$ cat src/rtl/btn_sw_debounce_pkg.sv
// Shared types and default timing constants for the button/switch debounce front end.
package debounce_pkg;

  typedef enum logic [1:0] {ST_LOW, ST_ARM_HI, ST_HIGH, ST_ARM_LO} deb_state_t;

  localparam int DEB_N_CH         = 8;
  localparam int DEB_TICK_DIV     = 100000;
  localparam int DEB_STABLE_TICKS = 10;
  localparam int DEB_LONG_TICKS   = 1000;
  localparam int DEB_SYNC_STAGES  = 2;

endpackage

$ cat src/rtl/btn_sw_debounce_if.sv
// Pad-side inputs and conditioned per-channel outputs of the debounce block.
interface btn_sw_debounce_if
  import debounce_pkg::*;
#(
  parameter int N_CH = DEB_N_CH
) ();

  logic [N_CH-1:0] din;
  logic [N_CH-1:0] level;
  logic [N_CH-1:0] rise;
  logic [N_CH-1:0] fall;
  logic [N_CH-1:0] long_press;

  modport master (
    output din,
    input  level,
    input  rise,
    input  fall,
    input  long_press
  );

  modport slave (
    input  din,
    output level,
    output rise,
    output fall,
    output long_press
  );

endinterface

$ cat src/rtl/btn_sw_debounce_ch.sv
// One debounce channel: pad synchroniser, stability FSM, debounce and hold counters.
module debounce_ch
  import debounce_pkg::*;
#(
  parameter int STABLE_TICKS = DEB_STABLE_TICKS,
  parameter int LONG_TICKS   = DEB_LONG_TICKS,
  parameter int SYNC_STAGES  = DEB_SYNC_STAGES
) (
  input  logic clk_100,
  input  logic reset_n,
  input  logic tick,
  input  logic din_raw,
  output logic level,
  output logic rise,
  output logic fall,
  output logic long_press
);

  localparam int DEB_W  = (STABLE_TICKS > 1) ? $clog2(STABLE_TICKS) : 1;
  localparam int HOLD_W = $clog2(LONG_TICKS + 1);
  localparam logic [DEB_W-1:0]  DEB_LAST  = DEB_W'(STABLE_TICKS - 1);
  localparam logic [HOLD_W-1:0] HOLD_LAST = HOLD_W'(LONG_TICKS - 1);
  localparam logic [HOLD_W-1:0] HOLD_MAX  = HOLD_W'(LONG_TICKS);

  logic [SYNC_STAGES-1:0] sync_q, sync_d;
  deb_state_t             state_q, state_d;
  logic [DEB_W-1:0]       deb_cnt_q, deb_cnt_d;
  logic [HOLD_W-1:0]      hold_cnt_q, hold_cnt_d;
  logic                   long_done_q, long_done_d;
  logic                   level_q, level_d;
  logic                   rise_q, rise_d;
  logic                   fall_q, fall_d;
  logic                   long_q, long_d;
  logic                   s;

  assign sync_d = {sync_q[SYNC_STAGES-2:0], din_raw};
  assign s      = sync_q[SYNC_STAGES-1];

  // A change of s wins over a coincident tick: the tick is simply not counted.
  always_comb begin
    state_d     = state_q;
    deb_cnt_d   = deb_cnt_q;
    hold_cnt_d  = hold_cnt_q;
    long_done_d = long_done_q;
    level_d     = level_q;
    rise_d      = 1'b0;
    fall_d      = 1'b0;
    long_d      = 1'b0;
    unique case (state_q)
      ST_LOW: begin
        level_d = 1'b0;
        if (s) begin
          state_d   = ST_ARM_HI;
          deb_cnt_d = '0;
        end
      end
      ST_ARM_HI: begin
        if (!s) begin
          state_d = ST_LOW;
        end else if (tick) begin
          if (deb_cnt_q == DEB_LAST) begin
            state_d     = ST_HIGH;
            level_d     = 1'b1;
            rise_d      = 1'b1;
            hold_cnt_d  = '0;
            long_done_d = 1'b0;
          end else begin
            deb_cnt_d = deb_cnt_q + DEB_W'(1);
          end
        end
      end
      ST_HIGH: begin
        if (!s) begin
          state_d   = ST_ARM_LO;
          deb_cnt_d = '0;
        end else if (tick) begin
          if (hold_cnt_q != HOLD_MAX) hold_cnt_d = hold_cnt_q + HOLD_W'(1);
          if (hold_cnt_q == HOLD_LAST && !long_done_q) begin
            long_d      = 1'b1;
            long_done_d = 1'b1;
          end
        end
      end
      ST_ARM_LO: begin
        if (s) begin
          state_d = ST_HIGH;
        end else if (tick) begin
          if (deb_cnt_q == DEB_LAST) begin
            state_d = ST_LOW;
            level_d = 1'b0;
            fall_d  = 1'b1;
          end else begin
            deb_cnt_d = deb_cnt_q + DEB_W'(1);
          end
        end
      end
      default: state_d = ST_LOW;
    endcase
  end

  always_ff @(posedge clk_100 or negedge reset_n) begin
    if (!reset_n) begin
      sync_q      <= '0;
      state_q     <= ST_LOW;
      deb_cnt_q   <= '0;
      hold_cnt_q  <= '0;
      long_done_q <= 1'b0;
      level_q     <= 1'b0;
      rise_q      <= 1'b0;
      fall_q      <= 1'b0;
      long_q      <= 1'b0;
    end else begin
      sync_q      <= sync_d;
      state_q     <= state_d;
      deb_cnt_q   <= deb_cnt_d;
      hold_cnt_q  <= hold_cnt_d;
      long_done_q <= long_done_d;
      level_q     <= level_d;
      rise_q      <= rise_d;
      fall_q      <= fall_d;
      long_q      <= long_d;
    end
  end

  assign level      = level_q;
  assign rise       = rise_q;
  assign fall       = fall_q;
  assign long_press = long_q;

endmodule

$ cat src/rtl/btn_sw_debounce.sv
// Debounce front end: shared tick prescaler feeding N_CH independent channels.
module btn_sw_debounce
  import debounce_pkg::*;
#(
  parameter int N_CH         = DEB_N_CH,
  parameter int TICK_DIV     = DEB_TICK_DIV,
  parameter int STABLE_TICKS = DEB_STABLE_TICKS,
  parameter int LONG_TICKS   = DEB_LONG_TICKS,
  parameter int SYNC_STAGES  = DEB_SYNC_STAGES
) (
  input  logic                     clk_100,
  input  logic                     reset_n,
  btn_sw_debounce_if.slave         bus
);

  localparam int PRESC_W = $clog2(TICK_DIV);
  localparam logic [PRESC_W-1:0] PRESC_LAST = PRESC_W'(TICK_DIV - 1);

  logic [PRESC_W-1:0] presc_q, presc_d;
  logic               tick;
  logic [N_CH-1:0]    level_w, rise_w, fall_w, long_w;

  assign tick = (presc_q == PRESC_LAST);

  always_comb begin
    presc_d = tick ? '0 : presc_q + PRESC_W'(1);
  end

  always_ff @(posedge clk_100 or negedge reset_n) begin
    if (!reset_n) presc_q <= '0;
    else          presc_q <= presc_d;
  end

  for (genvar i = 0; i < N_CH; i++) begin : g_ch
    debounce_ch #(
      .STABLE_TICKS (STABLE_TICKS),
      .LONG_TICKS   (LONG_TICKS),
      .SYNC_STAGES  (SYNC_STAGES)
    ) u_ch (
      .clk_100    (clk_100),
      .reset_n    (reset_n),
      .tick       (tick),
      .din_raw    (bus.din[i]),
      .level      (level_w[i]),
      .rise       (rise_w[i]),
      .fall       (fall_w[i]),
      .long_press (long_w[i])
    );
  end

  assign bus.level      = level_w;
  assign bus.rise       = rise_w;
  assign bus.fall       = fall_w;
  assign bus.long_press = long_w;

endmodule

$ cat src/flat_wrapper.sv
// flat-port wrapper written by rule: the top's interface ports become plain ports
module btn_sw_debounce_flat import debounce_pkg::*;
#(
  parameter int N_CH         = DEB_N_CH,
  parameter int TICK_DIV     = DEB_TICK_DIV,
  parameter int STABLE_TICKS = DEB_STABLE_TICKS,
  parameter int LONG_TICKS   = DEB_LONG_TICKS,
  parameter int SYNC_STAGES  = DEB_SYNC_STAGES
)
  (clk_100, reset_n, bus_din, bus_level, bus_rise, bus_fall, bus_long_press);
  btn_sw_debounce_if #(.N_CH(N_CH)) bus_i ();
  input  logic clk_100;
  input  logic reset_n;
  input wire logic [$bits(bus_i.din)-1:0] bus_din;
  output wire logic [$bits(bus_i.level)-1:0] bus_level;
  output wire logic [$bits(bus_i.rise)-1:0] bus_rise;
  output wire logic [$bits(bus_i.fall)-1:0] bus_fall;
  output wire logic [$bits(bus_i.long_press)-1:0] bus_long_press;
  assign bus_i.din = bus_din;
  assign bus_level = bus_i.level;
  assign bus_rise = bus_i.rise;
  assign bus_fall = bus_i.fall;
  assign bus_long_press = bus_i.long_press;
  btn_sw_debounce #(.N_CH(N_CH), .TICK_DIV(TICK_DIV), .STABLE_TICKS(STABLE_TICKS), .LONG_TICKS(LONG_TICKS), .SYNC_STAGES(SYNC_STAGES)) u_core (.clk_100(clk_100), .reset_n(reset_n), .bus(bus_i));
endmodule
$ cat config.mk
export PLATFORM = sky130hd
export DESIGN_NAME = btn_sw_debounce_flat
export DESIGN_NICKNAME = d
export VERILOG_FILES = /design/src/rtl/btn_sw_debounce_pkg.sv /design/src/rtl/btn_sw_debounce_if.sv /design/src/rtl/btn_sw_debounce_ch.sv /design/src/rtl/btn_sw_debounce.sv /design/src/flat_wrapper.sv
export SDC_FILE = /design/constraint.sdc
export NUM_CORES = 1
export LEC_CHECK = 0
export CAP_MARGIN = 20
export CORE_MARGIN = 2
export CORE_UTILIZATION = 55
export CTS_BUF_LIST = sky130_fd_sc_hd__clkbuf_16
export CTS_CLUSTER_SIZE = 8
export DETAILED_ROUTE_END_ITERATION = 16
export DONT_BUFFER_PORTS = 1
export GPL_ROUTABILITY_DRIVEN = 0
export PLACE_DENSITY = 0.7
export SLEW_MARGIN = 20
export SYNTH_ARGS = -nofsm -noshare
export SYNTH_HDL_FRONTEND = slang
export SYNTH_SLANG_ARGS = --single-unit
$ cat constraint.sdc
create_clock -name clk_100 -period 2.85 [get_ports clk_100]
set_input_delay 0 -clock clk_100 [delete_from_list [all_inputs] [get_ports clk_100]]
set_output_delay 0 -clock clk_100 [all_outputs]
set_load 0.01 [all_outputs]
==> reports/summary.txt <==
Area growth from synthesis to layout: 8.268%
Die area: 20,560 sq um
Clock H-tree levels: 1
Die width: 143.4 um
Reg2reg start: u_core.presc_q[5]$_DFF_PN0_
Final min period: 2579 ps
Max-cap viol count: 0
Slew margin rel.: 46.84%
Iter 0 DRT Violations: 514
Cell count after synthesis: 1,114
Pins Over Slew Limit: 0
Hpwl dp: 14,490 um
Failing checks: hold timing
CP Launch Type: flip-flop
Worst setup path endpoint: u_core.g_ch[6].u_ch.hold_cnt_q[8]$_DFFE_PN0P_
Crit path DAT: 3040 ps
Seq/Total Area, Yosys: 47.08%
Dpl cell area: 10,740 sq um
Hold Vio Cnt, Final: 201
Post-synth ARST share: 100.0%
Max incr delay on CP: 560 ps
Cell row count: 50
Share of cells above drive strength 1: 6.960%
Clock sink count: 201
Final worst hold slack: -838.2 ps
Worst Skew: 12.28 ps
Hold buffers post-CTS: 8
Status: finished, violations left
GRT overflow: 0
Post-Syn Nets: 1,157
Crit Path Max Fanout: 8
Crit end category: flip-flop
Period utilization: 90.49%
PD cells: 509.6 nW/um^2
Vias/cell: 6.089
Post-route cell area: 11,570 sq um
Register clock-pin slew on the reported worst setup and hold paths: 50 ps
Total CTS buffers: 29
Vias in the first global route: 7,731
Top cell type's share of synthesized area: 47.08%
Longest Clk Path Bufs: 3
Setup TNS: 0 ps
Core area: 18,890 sq um
CP required: 3310 ps
Final #Nets: 1,134
Port Buf Inserts: 0
First-pass iteration count of the detailed router: 5
Peak VDD IR: 521.8 uV
Synth cell types: 73
EDFF count, synth: 0
Cells on worst reg2reg path: 6
CP startpoint: u_core.presc_q[5]$_DFF_PN0_
CTS tree: built
Synth area leaders: dfrtp_1 47%, ha_1 3.9%, nand3_1 3.3%
Syn Std Cell Area: 10,680 sq um
Clock Tree Root: clkbuf_16
Worst skew pair latency: 540 ps
Reg-to-reg endpoint: u_core.g_ch[6].u_ch.hold_cnt_q[8]$_DFFE_PN0P_
Top_reg_cell synth: dfrtp_1
Global-route wire length before repair: 37,980 um
GRT Total Usage: 22.34%
Worst-margin pin slew: 791.7 ps
WP depth: 6
CP delay by family, top: simple AND/OR/NAND/NOR gates
Worst min path class: primary input to asynchronous set/reset pin
Syn_area_per_cell: 9.591 sq um
Routed wire length: 22,600 um
Initial Util: 56.55%
RSZ-0062 raised after global routing: false
Setup slack, reg-to-reg: 270 ps
Diode count: 0
Pleak: 0.004861 uW
Post-synthesis register bit count: 201
Initial antenna violation count: 0
Fillers: 1,592
Die Y-Extent: 143.4 um
Ports: 42
Buffers & Inverters on Critical Path: 1
Routed Antenna Nets: 0
Largest area contributor in the netlist: dfrtp_1
YS warnings: 0
Largest net degree at the start of global routing: 202
Remaining DRCs: 0
CP Class: flip-flop to flip-flop
WL per Instance: 16.71 um
Final setup vio count: 0
CP Cell Sequence: nor4b_4 > and4_1 > buf_4 > nand4b_1 > or4_1 > a21oi_1
Vias: 8,232
Fmax: 0.3877 GHz
Slowest-stage cell, CP: or4_1
==> area by class of cell <==
type                            count  area (sq um)  area share [%]
Clock buffer                       29         725.7           6.274
Clock inverter                      3         21.27          0.1839
Inverter                           46         172.7           1.493
Multi-Input combinational cell    784          5042           43.59
Sequential cell                   201          5030           43.48
Tap cell                          260         325.3           2.812
Timing Repair Buffer               29         250.2           2.163
==> kinds of logic (layout without fill, tap and decap cells) <==
group                      Yosys count  after routing  synth area share [%]
AOI/OAI and AO/OA                  251            251                 15.75
xor gates and xnor gates            23             23                 1.885
adders and majority gates           33             33                 3.865
muxes                               16             16                 1.651
and+or+nand+nor                    461            461                 23.95
buffers and inverters              129            107                 5.820
DFF                                201            201                 47.08
==> power breakdown <==
group	total [uW]	internal (uW)	switching, uW	leakage (uW)
clock network	2930	1770	1160	0.000371
registers	2910	2880	34.0	0.00274
logic	57.0	29.8	27.2	0.00175
==> metal layers <==
metal	up-vias	global-route usage (%)	share of wire (%)
li1	4023	-	-
met4	0	5.366	1.7
met5	-	0	0
met2	153	34.44	45
met3	33	3.466	4.4
met1	4023	33.33	49
==> per-stage QoR <==
stage	worst slack (ps)	std cells	total power (uW)	hold WS, ps	utilization [%]
2_1_floorplan	547.2	1114	2988	-295.6	-
3_3_place_gp	380.1	1312	3002	-291.1	56.85
3_5_place_dp	274.3	1312	3003	-291.2	56.85
4_1_cts	270.1	1352	5968	-855.6	61.23
5_1_grt	85.42	1352	6112	-861.8	61.23
6_report	271.0	1352	5895	-838.2	61.23
==> layout by cell type (no fill, tap or decap), drive strengths merged, types with 14 or more instances in the layout <==
cell      n
dfrtp   201
nor2     90
nand2    79
o21ai    76
nand3    71
inv      48
a21oi    39
o31ai    34
ha       33
nor3     31
clkbuf   29
nand4    26
nor3b    25
and3     23
a31oi    22
buf      21
a221o    19
xnor2    18
or4      18
nor2b    14
==> worst reg2reg max path, stage by stage, from the launching register on <==
cell and delay [ps]:
dfrtp_1 450, nor4b_4 410, and4_1 430, buf_4 220, nand4b_1 270, or4_1 560
a21oi_1 160
==> registers in the layout (all words and copies together) (netlist names), named ones only <==
signal                        count
u_core.g_ch.u_ch.level            8
u_core.g_ch.u_ch.state_q          8
u_core.presc_q                   17
u_core.g_ch.u_ch.long_press       8
u_core.g_ch.u_ch.hold_cnt_q      80
u_core.g_ch.u_ch.long_done_q      8
u_core.g_ch.u_ch.sync_q          16
u_core.g_ch.u_ch.deb_cnt_q       32
u_core.g_ch.u_ch.fall             8
u_core.g_ch.u_ch.rise             8
==> worst min path at each step <==
stage                       start                            endpoint  slack (ps)  depth (start not counted)
after detailed placement  reset_n  u_core.g_ch[1].u_ch.rise$_DFF_PN0_        -290                          0
after global placement    reset_n  u_core.g_ch[1].u_ch.rise$_DFF_PN0_        -290                          0
final                     reset_n  u_core.g_ch[1].u_ch.rise$_DFF_PN0_        -840                          0
after global routing      reset_n  u_core.g_ch[1].u_ch.rise$_DFF_PN0_        -860                          0
after floorplan           reset_n          asynchronous set/reset pin        -300                          0
after CTS                 reset_n  u_core.g_ch[1].u_ch.rise$_DFF_PN0_        -860                          0
==> what timing repair did <==
action                                 in CTS  in global routing
endpoints found under the hold margin     209                201
resized for setup                           0                  0
buffers inserted                            0                  0
==> cell usage after synthesis, types with 25 or more instances <==
library cell,instances
nand3_1,71
o21ai_0,69
dfrtp_1,201
nor3_1,30
inv_1,46
ha_1,33
a21oi_1,39
nor2_1,90
nand2_1,79
nand4_1,25
buf_4,32
o31ai_1,34
clkbuf_1,35
No activity file was read; power rests on OpenSTA's default activity.
